$ cat src/rtl/conv_window_sequencer_if.sv
`default_nettype none
// ============================================================================
//  Module      : conv_window_sequencer_if
//  Description : Request/status bundle between the AHB slave front end and
//                the 3x3 convolver window sequencer.
//  Revision    : 1.0 - initial release
// ============================================================================
interface conv_window_sequencer_if #(
  parameter int IMG_WIDTH  = 16,
  parameter int FIFO_DEPTH = 8
);
  localparam int CW = $clog2(IMG_WIDTH + 1);
  localparam int FW = $clog2(FIFO_DEPTH + 1);

  // Requests and datapath status toward the sequencer
  logic          sample_load_en;
  logic          new_row;
  logic          coeff_load_en;
  logic [FW-1:0] fifo_count;
  logic          result_ready;

  // Control and status from the sequencer
  logic          modwait;
  logic          sample_shift;
  logic          convolve_en;
  logic          coeff_ld;
  logic [1:0]    coeff_sel;
  logic          fifo_wenable;
  logic [CW-1:0] col_idx;
  logic          err;

  // Requester side (AHB slave front end)
  modport master (
    output sample_load_en, new_row, coeff_load_en, fifo_count, result_ready,
    input  modwait, sample_shift, convolve_en, coeff_ld, coeff_sel,
           fifo_wenable, col_idx, err
  );

  // Sequencer side
  modport slave (
    input  sample_load_en, new_row, coeff_load_en, fifo_count, result_ready,
    output modwait, sample_shift, convolve_en, coeff_ld, coeff_sel,
           fifo_wenable, col_idx, err
  );
endinterface
`default_nettype wire

$ cat src/rtl/conv_window_sequencer.sv
`default_nettype none
// ============================================================================
//  Module      : conv_window_sequencer
//  Description : Sequences coefficient loads, sample column shifts and
//                convolution issue for the 3x3 convolver. Tracks results in
//                flight so issue never outruns result FIFO space.
//  Revision    : 1.0 - initial release
// ============================================================================
module conv_window_sequencer #(
  parameter int IMG_WIDTH  = 16,
  parameter int FIFO_DEPTH = 8
) (
  input  logic                    clk,
  input  logic                    n_rst,
  conv_window_sequencer_if.slave  bus
);
  localparam int CW = $clog2(IMG_WIDTH + 1);
  localparam int FW = $clog2(FIFO_DEPTH + 1);

  localparam logic [CW-1:0] COL_MAX  = CW'(IMG_WIDTH);
  localparam logic [CW-1:0] COL_WIN  = CW'(3);
  localparam logic [FW:0]   CREDITS  = (FW + 1)'(FIFO_DEPTH);

  typedef enum logic [1:0] {
    S_IDLE   = 2'd0,
    S_LDCOEF = 2'd1,
    S_SHIFT  = 2'd2,
    S_ISSUE  = 2'd3
  } state_t;

  state_t        state_q, state_d;
  logic [CW-1:0] col_idx_q, col_idx_d;
  logic [1:0]    coeff_sel_q, coeff_sel_d;
  logic [FW-1:0] inflight_q, inflight_d;
  logic          modwait_q, modwait_d;
  logic          sample_shift_q, sample_shift_d;
  logic          coeff_ld_q, coeff_ld_d;
  logic          convolve_en_q, convolve_en_d;
  logic          err_q, err_d;

  logic          req;
  logic          inflight_nz;
  logic          fifo_wr;
  logic [FW:0]   committed;
  logic          has_credit;

  assign req         = bus.sample_load_en | bus.coeff_load_en;
  assign inflight_nz = (inflight_q != '0);
  assign fifo_wr     = bus.result_ready & inflight_nz;
  // Credit counts both stored results and those still inside the tree.
  assign committed   = {1'b0, bus.fifo_count} + {1'b0, inflight_q};
  assign has_credit  = (committed < CREDITS);

  // Next-state, column/coefficient bookkeeping and next registered outputs.
  // convolve_en is decided at the edge so it is a clean flop output; a stall
  // that clears therefore shows convolve_en on the cycle after credit frees.
  always_comb begin
    state_d       = state_q;
    col_idx_d     = col_idx_q;
    coeff_sel_d   = coeff_sel_q;
    convolve_en_d = 1'b0;
    err_d         = bus.result_ready & ~inflight_nz;

    case (state_q)
      S_IDLE: begin
        if (bus.coeff_load_en) begin
          state_d = S_LDCOEF;
          if (bus.sample_load_en) err_d = 1'b1;
        end else if (bus.sample_load_en) begin
          if (bus.new_row) begin
            col_idx_d = CW'(1);
            state_d   = S_SHIFT;
          end else if (col_idx_q == COL_MAX) begin
            err_d = 1'b1;
          end else begin
            col_idx_d = col_idx_q + CW'(1);
            state_d   = S_SHIFT;
          end
        end
      end
      S_LDCOEF: begin
        coeff_sel_d = (coeff_sel_q == 2'd2) ? 2'd0 : coeff_sel_q + 2'd1;
        state_d     = S_IDLE;
      end
      S_SHIFT: begin
        if (col_idx_q >= COL_WIN) begin
          state_d       = S_ISSUE;
          convolve_en_d = has_credit;
        end else begin
          state_d = S_IDLE;
        end
      end
      S_ISSUE: begin
        if (convolve_en_q) state_d = S_IDLE;
        else               convolve_en_d = has_credit;
      end
      default: state_d = S_IDLE;
    endcase

    if ((state_q != S_IDLE) && req) err_d = 1'b1;

    modwait_d      = (state_d != S_IDLE);
    sample_shift_d = (state_d == S_SHIFT);
    coeff_ld_d     = (state_d == S_LDCOEF);

    // Issue and retire in the same cycle cancel out.
    inflight_d = inflight_q + FW'(convolve_en_q) - FW'(fifo_wr);
  end

  // State, counters and registered outputs.
  always_ff @(posedge clk or negedge n_rst) begin
    if (!n_rst) begin
      state_q        <= S_IDLE;
      col_idx_q      <= '0;
      coeff_sel_q    <= 2'd0;
      inflight_q     <= '0;
      modwait_q      <= 1'b0;
      sample_shift_q <= 1'b0;
      coeff_ld_q     <= 1'b0;
      convolve_en_q  <= 1'b0;
      err_q          <= 1'b0;
    end else begin
      state_q        <= state_d;
      col_idx_q      <= col_idx_d;
      coeff_sel_q    <= coeff_sel_d;
      inflight_q     <= inflight_d;
      modwait_q      <= modwait_d;
      sample_shift_q <= sample_shift_d;
      coeff_ld_q     <= coeff_ld_d;
      convolve_en_q  <= convolve_en_d;
      err_q          <= err_d;
    end
  end

  assign bus.modwait      = modwait_q;
  assign bus.sample_shift = sample_shift_q;
  assign bus.convolve_en  = convolve_en_q;
  assign bus.coeff_ld     = coeff_ld_q;
  assign bus.coeff_sel    = coeff_sel_q;
  assign bus.fifo_wenable = fifo_wr;
  assign bus.col_idx      = col_idx_q;
  assign bus.err          = err_q;
endmodule
`default_nettype wire

$ cat src/flat_wrapper.sv
// flat-port wrapper written by rule: the top's interface ports become plain ports
module conv_window_sequencer_flat 
#(
  parameter int IMG_WIDTH  = 16,
  parameter int FIFO_DEPTH = 8
)
  (clk, n_rst, bus_sample_load_en, bus_new_row, bus_coeff_load_en, bus_fifo_count, bus_result_ready, bus_modwait, bus_sample_shift, bus_convolve_en, bus_coeff_ld, bus_coeff_sel, bus_fifo_wenable, bus_col_idx, bus_err);
  conv_window_sequencer_if #(.IMG_WIDTH(IMG_WIDTH), .FIFO_DEPTH(FIFO_DEPTH)) bus_i ();
  input  logic clk;
  input  logic n_rst;
  input wire logic [$bits(bus_i.sample_load_en)-1:0] bus_sample_load_en;
  input wire logic [$bits(bus_i.new_row)-1:0] bus_new_row;
  input wire logic [$bits(bus_i.coeff_load_en)-1:0] bus_coeff_load_en;
  input wire logic [$bits(bus_i.fifo_count)-1:0] bus_fifo_count;
  input wire logic [$bits(bus_i.result_ready)-1:0] bus_result_ready;
  output wire logic [$bits(bus_i.modwait)-1:0] bus_modwait;
  output wire logic [$bits(bus_i.sample_shift)-1:0] bus_sample_shift;
  output wire logic [$bits(bus_i.convolve_en)-1:0] bus_convolve_en;
  output wire logic [$bits(bus_i.coeff_ld)-1:0] bus_coeff_ld;
  output wire logic [$bits(bus_i.coeff_sel)-1:0] bus_coeff_sel;
  output wire logic [$bits(bus_i.fifo_wenable)-1:0] bus_fifo_wenable;
  output wire logic [$bits(bus_i.col_idx)-1:0] bus_col_idx;
  output wire logic [$bits(bus_i.err)-1:0] bus_err;
  assign bus_i.sample_load_en = bus_sample_load_en;
  assign bus_i.new_row = bus_new_row;
  assign bus_i.coeff_load_en = bus_coeff_load_en;
  assign bus_i.fifo_count = bus_fifo_count;
  assign bus_i.result_ready = bus_result_ready;
  assign bus_modwait = bus_i.modwait;
  assign bus_sample_shift = bus_i.sample_shift;
  assign bus_convolve_en = bus_i.convolve_en;
  assign bus_coeff_ld = bus_i.coeff_ld;
  assign bus_coeff_sel = bus_i.coeff_sel;
  assign bus_fifo_wenable = bus_i.fifo_wenable;
  assign bus_col_idx = bus_i.col_idx;
  assign bus_err = bus_i.err;
  conv_window_sequencer #(.IMG_WIDTH(IMG_WIDTH), .FIFO_DEPTH(FIFO_DEPTH)) u_core (.clk(clk), .n_rst(n_rst), .bus(bus_i));
endmodule
$ cat config.mk
export PLATFORM = sky130hd
export DESIGN_NAME = conv_window_sequencer_flat
export DESIGN_NICKNAME = d
export VERILOG_FILES = /design/src/rtl/conv_window_sequencer_if.sv /design/src/rtl/conv_window_sequencer.sv /design/src/flat_wrapper.sv
export SDC_FILE = /design/constraint.sdc
export NUM_CORES = 1
export LEC_CHECK = 0
export CORE_UTILIZATION = 54
export CTS_BUF_LIST = sky130_fd_sc_hd__clkbuf_2 sky130_fd_sc_hd__clkbuf_4 sky130_fd_sc_hd__clkbuf_8
export DETAILED_ROUTE_END_ITERATION = 8
export PLACE_DENSITY = 0.86
export SLEW_MARGIN = 20
export SYNTH_ARGS = -nofsm -noshare
export SYNTH_HDL_FRONTEND = slang
export SYNTH_SLANG_ARGS = --single-unit
$ cat constraint.sdc
create_clock -name clk -period 3 [get_ports clk]
set_input_delay 0.75 -clock clk [delete_from_list [all_inputs] [get_ports clk]]
set_output_delay 0.75 -clock clk [all_outputs]
set_load 0.1 [all_outputs]
After elaboration in Yosys (flattened, before gate mapping) --
Index checks and enable logic that the tools add are counted. Widths: inputs -> output; s select.
Word-level totals: memories kept 0, bits in read-only memories 0, output and inout port bits 13, bits of input ports 10, logic and storage cells 55, register bits after elaboration 18, RAM bits 0, bits in latches 0
Operators by class: shifts and indexed selects 0, add/sub/neg operators 5, div/mod/pow operators 0, magnitude comparators 2, equality and inequality tests 8, bitwise logic cells 5, $mul 0, mux-type cells 20, reductions and logical operators 6
Operators by type and width (count):
- $mux 2 | 7
- $mux 5 | 2
- $mux 1 | 9
- $eq 2x2->1 const B | 4
- $pmux 2 s4 | 1
- $add 4x4->5 | 1
- $add 5x1->5 const B | 1
- $eq 5x5->1 const B | 1
- $ge 5x2->1 const B | 1
- $lt 5x4->1 const B | 1
- $add 4x1->4 | 1
- $eq 2x1->1 const B | 2
- $reduce_and 4->1 | 1
- $reduce_bool 2->1 | 2
- $reduce_bool 4->1 | 1
- $sub 4x1->4 | 1
- $add 2x1->2 const B | 1
- $and 1x1->1 | 2
- $logic_not 2->1 | 1
- $ne 2x2->1 const B | 1
- $not 1->1 | 2
- $pmux 1 s2 | 1
- $logic_and 1x1->1 | 1
- $or 1x1->1 | 1

Logic depth before layout (Yosys ltp) --
word-level depth 9, depth in mapped cells 10, depth with buffers taken out 10

Worst setup path before layout --
Ideal clock, no wire load.
path kind input to register, start in bus_result_ready, end reg u_core.inflight_q[2], stages 7, required time 2.877 ns, arrival time 3.329 ns, buffers on the path 0, slack -0.452 ns, library setup time 0.123 ns, cell sequence nor2b_1 ha_1 inv_1 ha_1 inv_1 fa_1 xnor2_1
Between the ends: longest elaborated chain between the ends 2
Ends and longest elaborated chain:
- start: declaration | line flat_wrapper.sv:15 | input wire logic [$bits(bus_i.result_ready)-1:0] bus_result_ready;
- $and 1x1->1 | line conv_window_sequencer.sv:49 | assign fifo_wr = bus.result_ready & inflight_nz;
- $sub 4x1->4 | line conv_window_sequencer.sv:107 | inflight_d = inflight_q + FW'(convolve_en_q) - FW'(fifo_wr);
- via u_core.inflight_d[2] | line conv_window_sequencer.sv:34 | logic [FW-1:0] inflight_q, inflight_d;
- end signal: assignment | line conv_window_sequencer.sv:126 | inflight_q <= inflight_d;
- end: declaration | line conv_window_sequencer.sv:34
The timed path passes the listed nets, and every way through them passes these cells. A chain may end at the register's enable or synchronous reset.

Worst setup path after layout --
start in bus_result_ready, end out bus_fifo_wenable
Between the ends: longest elaborated chain between the ends 1
Ends and longest elaborated chain:
- $and 1x1->1 | line conv_window_sequencer.sv:49
- end: declaration | line flat_wrapper.sv:21 | output wire logic [$bits(bus_i.fifo_wenable)-1:0] bus_fifo_wenable;
No other way between the ends.

==> metrics.yaml <==
min_clock_period_post_route_ns: 2.39
yosys_register_bits: 18
async_reset_ff_frac: 1.00
detail-route-antenna-nets: 0
root_buffer_cell: "clkbuf_4"
cts-htree-levels: 1
critical_path_top_delay_cell: "clkdlybuf4s50_1"
most_instantiated_flip_flop_cell_in_the_synthesis_netlist: "dfrtp_1"
tritoncts: "yes"
hold_buffers: 0
final_cells: 137
placeableCoreArea_sq_um: 1590
largest_net_degree_at_the_start_of_global_routing: 19
dp_cells: 134
crit_family: "buffers and inverters"
post_cts.resized_instances: 0
worst_skew_pair.late_latency_ns: 0.28
seq_area_frac_synth: 0.465
slowest_delay_ns: 0.48
synth_fp_nets: 110
first_global_vias: 680
post_route_cells_drive_above_1_share: 0.186
routedWlPerCell_um: 12.3
hp-class: "reg -> reg"
routed_wirelength_um: 1690
synthesis.instances: 89
die-area_sq_um: 1970
reg2reg_from: "u_core.inflight_q[2]"
clk_path_buf_depth: 2
post_drt_via_cell_ratio: 5.27
layout.nets: 136
timing.hold.ws_ns: 0.541
top_level_ports: 23
cts_made_buffers: 3
drv_cap: 0
critPathRequiredTime_ns: 2.25
gpl_congestion: 0.795
synth_area_per_cell_sq_um: 10.9
setup.worst_path.start_class: "input port"
min-delay-start: "u_core.bus.coeff_sel[0]"
io_buffers: 22
num_vias: 722
die-width_um: 44.4
die-height_um: 44.4
fmaxAchievable_mhz: 419
fillerInstances: 122
globalRouteTotalUtil: 0.204
timing.final.max_slew_violations: 0
layout-area-overhead-vs-synth_pct: 25.2
final_setup_violating_endpoints: 0
post-dp-hpwl_um: 1310
period_share: 0.796
worst-slew-pin-transition_ns: 0.771
yosys.cell_types.count: 34
grt_setup_unrepaired: "no"
clock-skew-final_ns: 0.00109
cts_setup_buffers: 0
worst_setup_hold_path_clk_slew_ns: 0.09
category_of_the_critical_setup_timing_path: "in -> out"
grt_first_pass_wirelength_um: 2840
synth_area_sq_um: 970
ys_warn_count: 0
clock_sink_count: 18
synth_edf_count: 0
timing.critical_path.from: "bus_result_ready"
status: "finished clean"
antenna_cells: 0
floorplan.initialDensity: 0.608
timing.slew.headroom: 0.485
drt_first_pass_iters: 4
fp-row-count: 14
worstPathCellList: "clkdlybuf4s50_1 > nor2b_2 > buf_12"
first_iter_violations: 12
worstPathMaxFanout: 2
crit_buf_inv: 2
grt_antenna_before_repair: 0
critPathArrivalTime_ns: 1.64
timing.critical_path.to_type: "output pin"
drc_errors: 0
hold_viol_final: 0
finalSetupTns_ns: 0
grt.overflow.total: 0
[worst paths after layout]
kind                                                end  slack, ns  cells past startpoint
max in group asynchronous            u_core.bus.modwait       1.61                      1
worst max-delay path                   bus_fifo_wenable       0.61                      3
min in group asynchronous       u_core.bus.coeff_sel[0]       0.91                      1
worst min-delay path            u_core.bus.coeff_sel[0]       0.54                      1
worst max register to register     u_core.inflight_q[1]       0.75                     10
worst min register to register  u_core.bus.coeff_sel[0]       0.54                      1
[cells in the final DEF, fill, tap and decap left out, drive strengths merged]
| master | instances |
|---|---|
| nand2b | 1 |
| ha | 10 |
| buf | 13 |
| a221o | 1 |
| nand2 | 4 |
| inv | 13 |
| mux2i | 2 |
| a31oi | 1 |
| dfrtp | 18 |
| a211o | 1 |
| nor3 | 1 |
| nor4 | 1 |
| fa | 1 |
| xor2 | 1 |
| a22oi | 1 |
| nor2b | 2 |
| nor2 | 5 |
| a211oi | 1 |
| o21ai | 2 |
| or4b | 2 |
| xnor2 | 1 |
| nor3b | 2 |
| o21a | 1 |
| clkdlybuf4s50 | 9 |
| o41ai | 3 |
| a21o | 3 |
| clkbuf | 3 |
| or2b | 1 |
| nand3 | 3 |
| a21boi | 1 |
| or3 | 1 |
| and2b | 1 |
| a31o | 2 |
| a21oi | 1 |
[cells in the mapped netlist (all sizes together) (2+ instances only)]
cell type / number / area [sq um]
dfrtp: 18 / 450
inv: 13 / 48.8
ha: 10 / 125
nor2: 5 / 18.8
nand2: 4 / 15.0
a21o: 3 / 22.5
nand3: 3 / 15.0
o41ai: 3 / 26.3
a31o: 2 / 17.5
mux2i: 2 / 20.0
nor2b: 2 / 12.5
nor3b: 2 / 15.0
o21ai: 2 / 10.0
or4b: 2 / 23.8
[sequential cells by signal, indices dropped and copies added, names as in the netlist]
register and flops:
u_core.bus.modwait 1, u_core.inflight_q 4, u_core.bus.coeff_ld 1, u_core.bus.convolve_en 1
u_core.bus.col_idx 5, u_core.state_q 2, u_core.bus.sample_shift 1, u_core.bus.err 1
u_core.bus.coeff_sel 2
[kinds of logic (layout without fill, tap and decap cells)]
kind of cell,after synthesis,in the layout,share of synthesized area
xor gates and xnor gates,2,2,0.0181
DFF,18,18,0.465
adders and majority gates,11,11,0.150
muxes,2,2,0.0206
buffers and inverters,14,38,0.0619
and+or+nand+nor,24,24,0.145
AOI/OAI and AO/OA,18,18,0.141
[per-layer routing]
layer	global-route usage	share of wire
met1	0.247	0.45
met2	0.335	0.49
met3	0.0490	0.051
met4	0.109	0.0089
met5	0	0
[through the flow]
step / instance area, sq um / worst slack (ns) / utilization
final: 1210 / 0.611 / 0.761
after global routing: 1210 / 0.593 / 0.761
after CTS: 1210 / 0.609 / 0.761
after detailed placement: 1190 / 0.386 / 0.747
after global placement: 1190 / 0.401 / 0.747
after floorplan: 972 / 0.143 / -
[layout make-up]
cell class	instances	area (sq um)	area share
Inverter	13	48.8	0.0402
Multi-Input combinational cell	57	462	0.380
Timing Repair Buffer	22	200	0.165
Tap cell	24	30.0	0.0247
Sequential cell	18	450	0.371
Clock buffer	3	22.5	0.0186
Power is not shown: default switching activity piles up to over one toggle a cycle in this logic, so the estimate is an artifact.
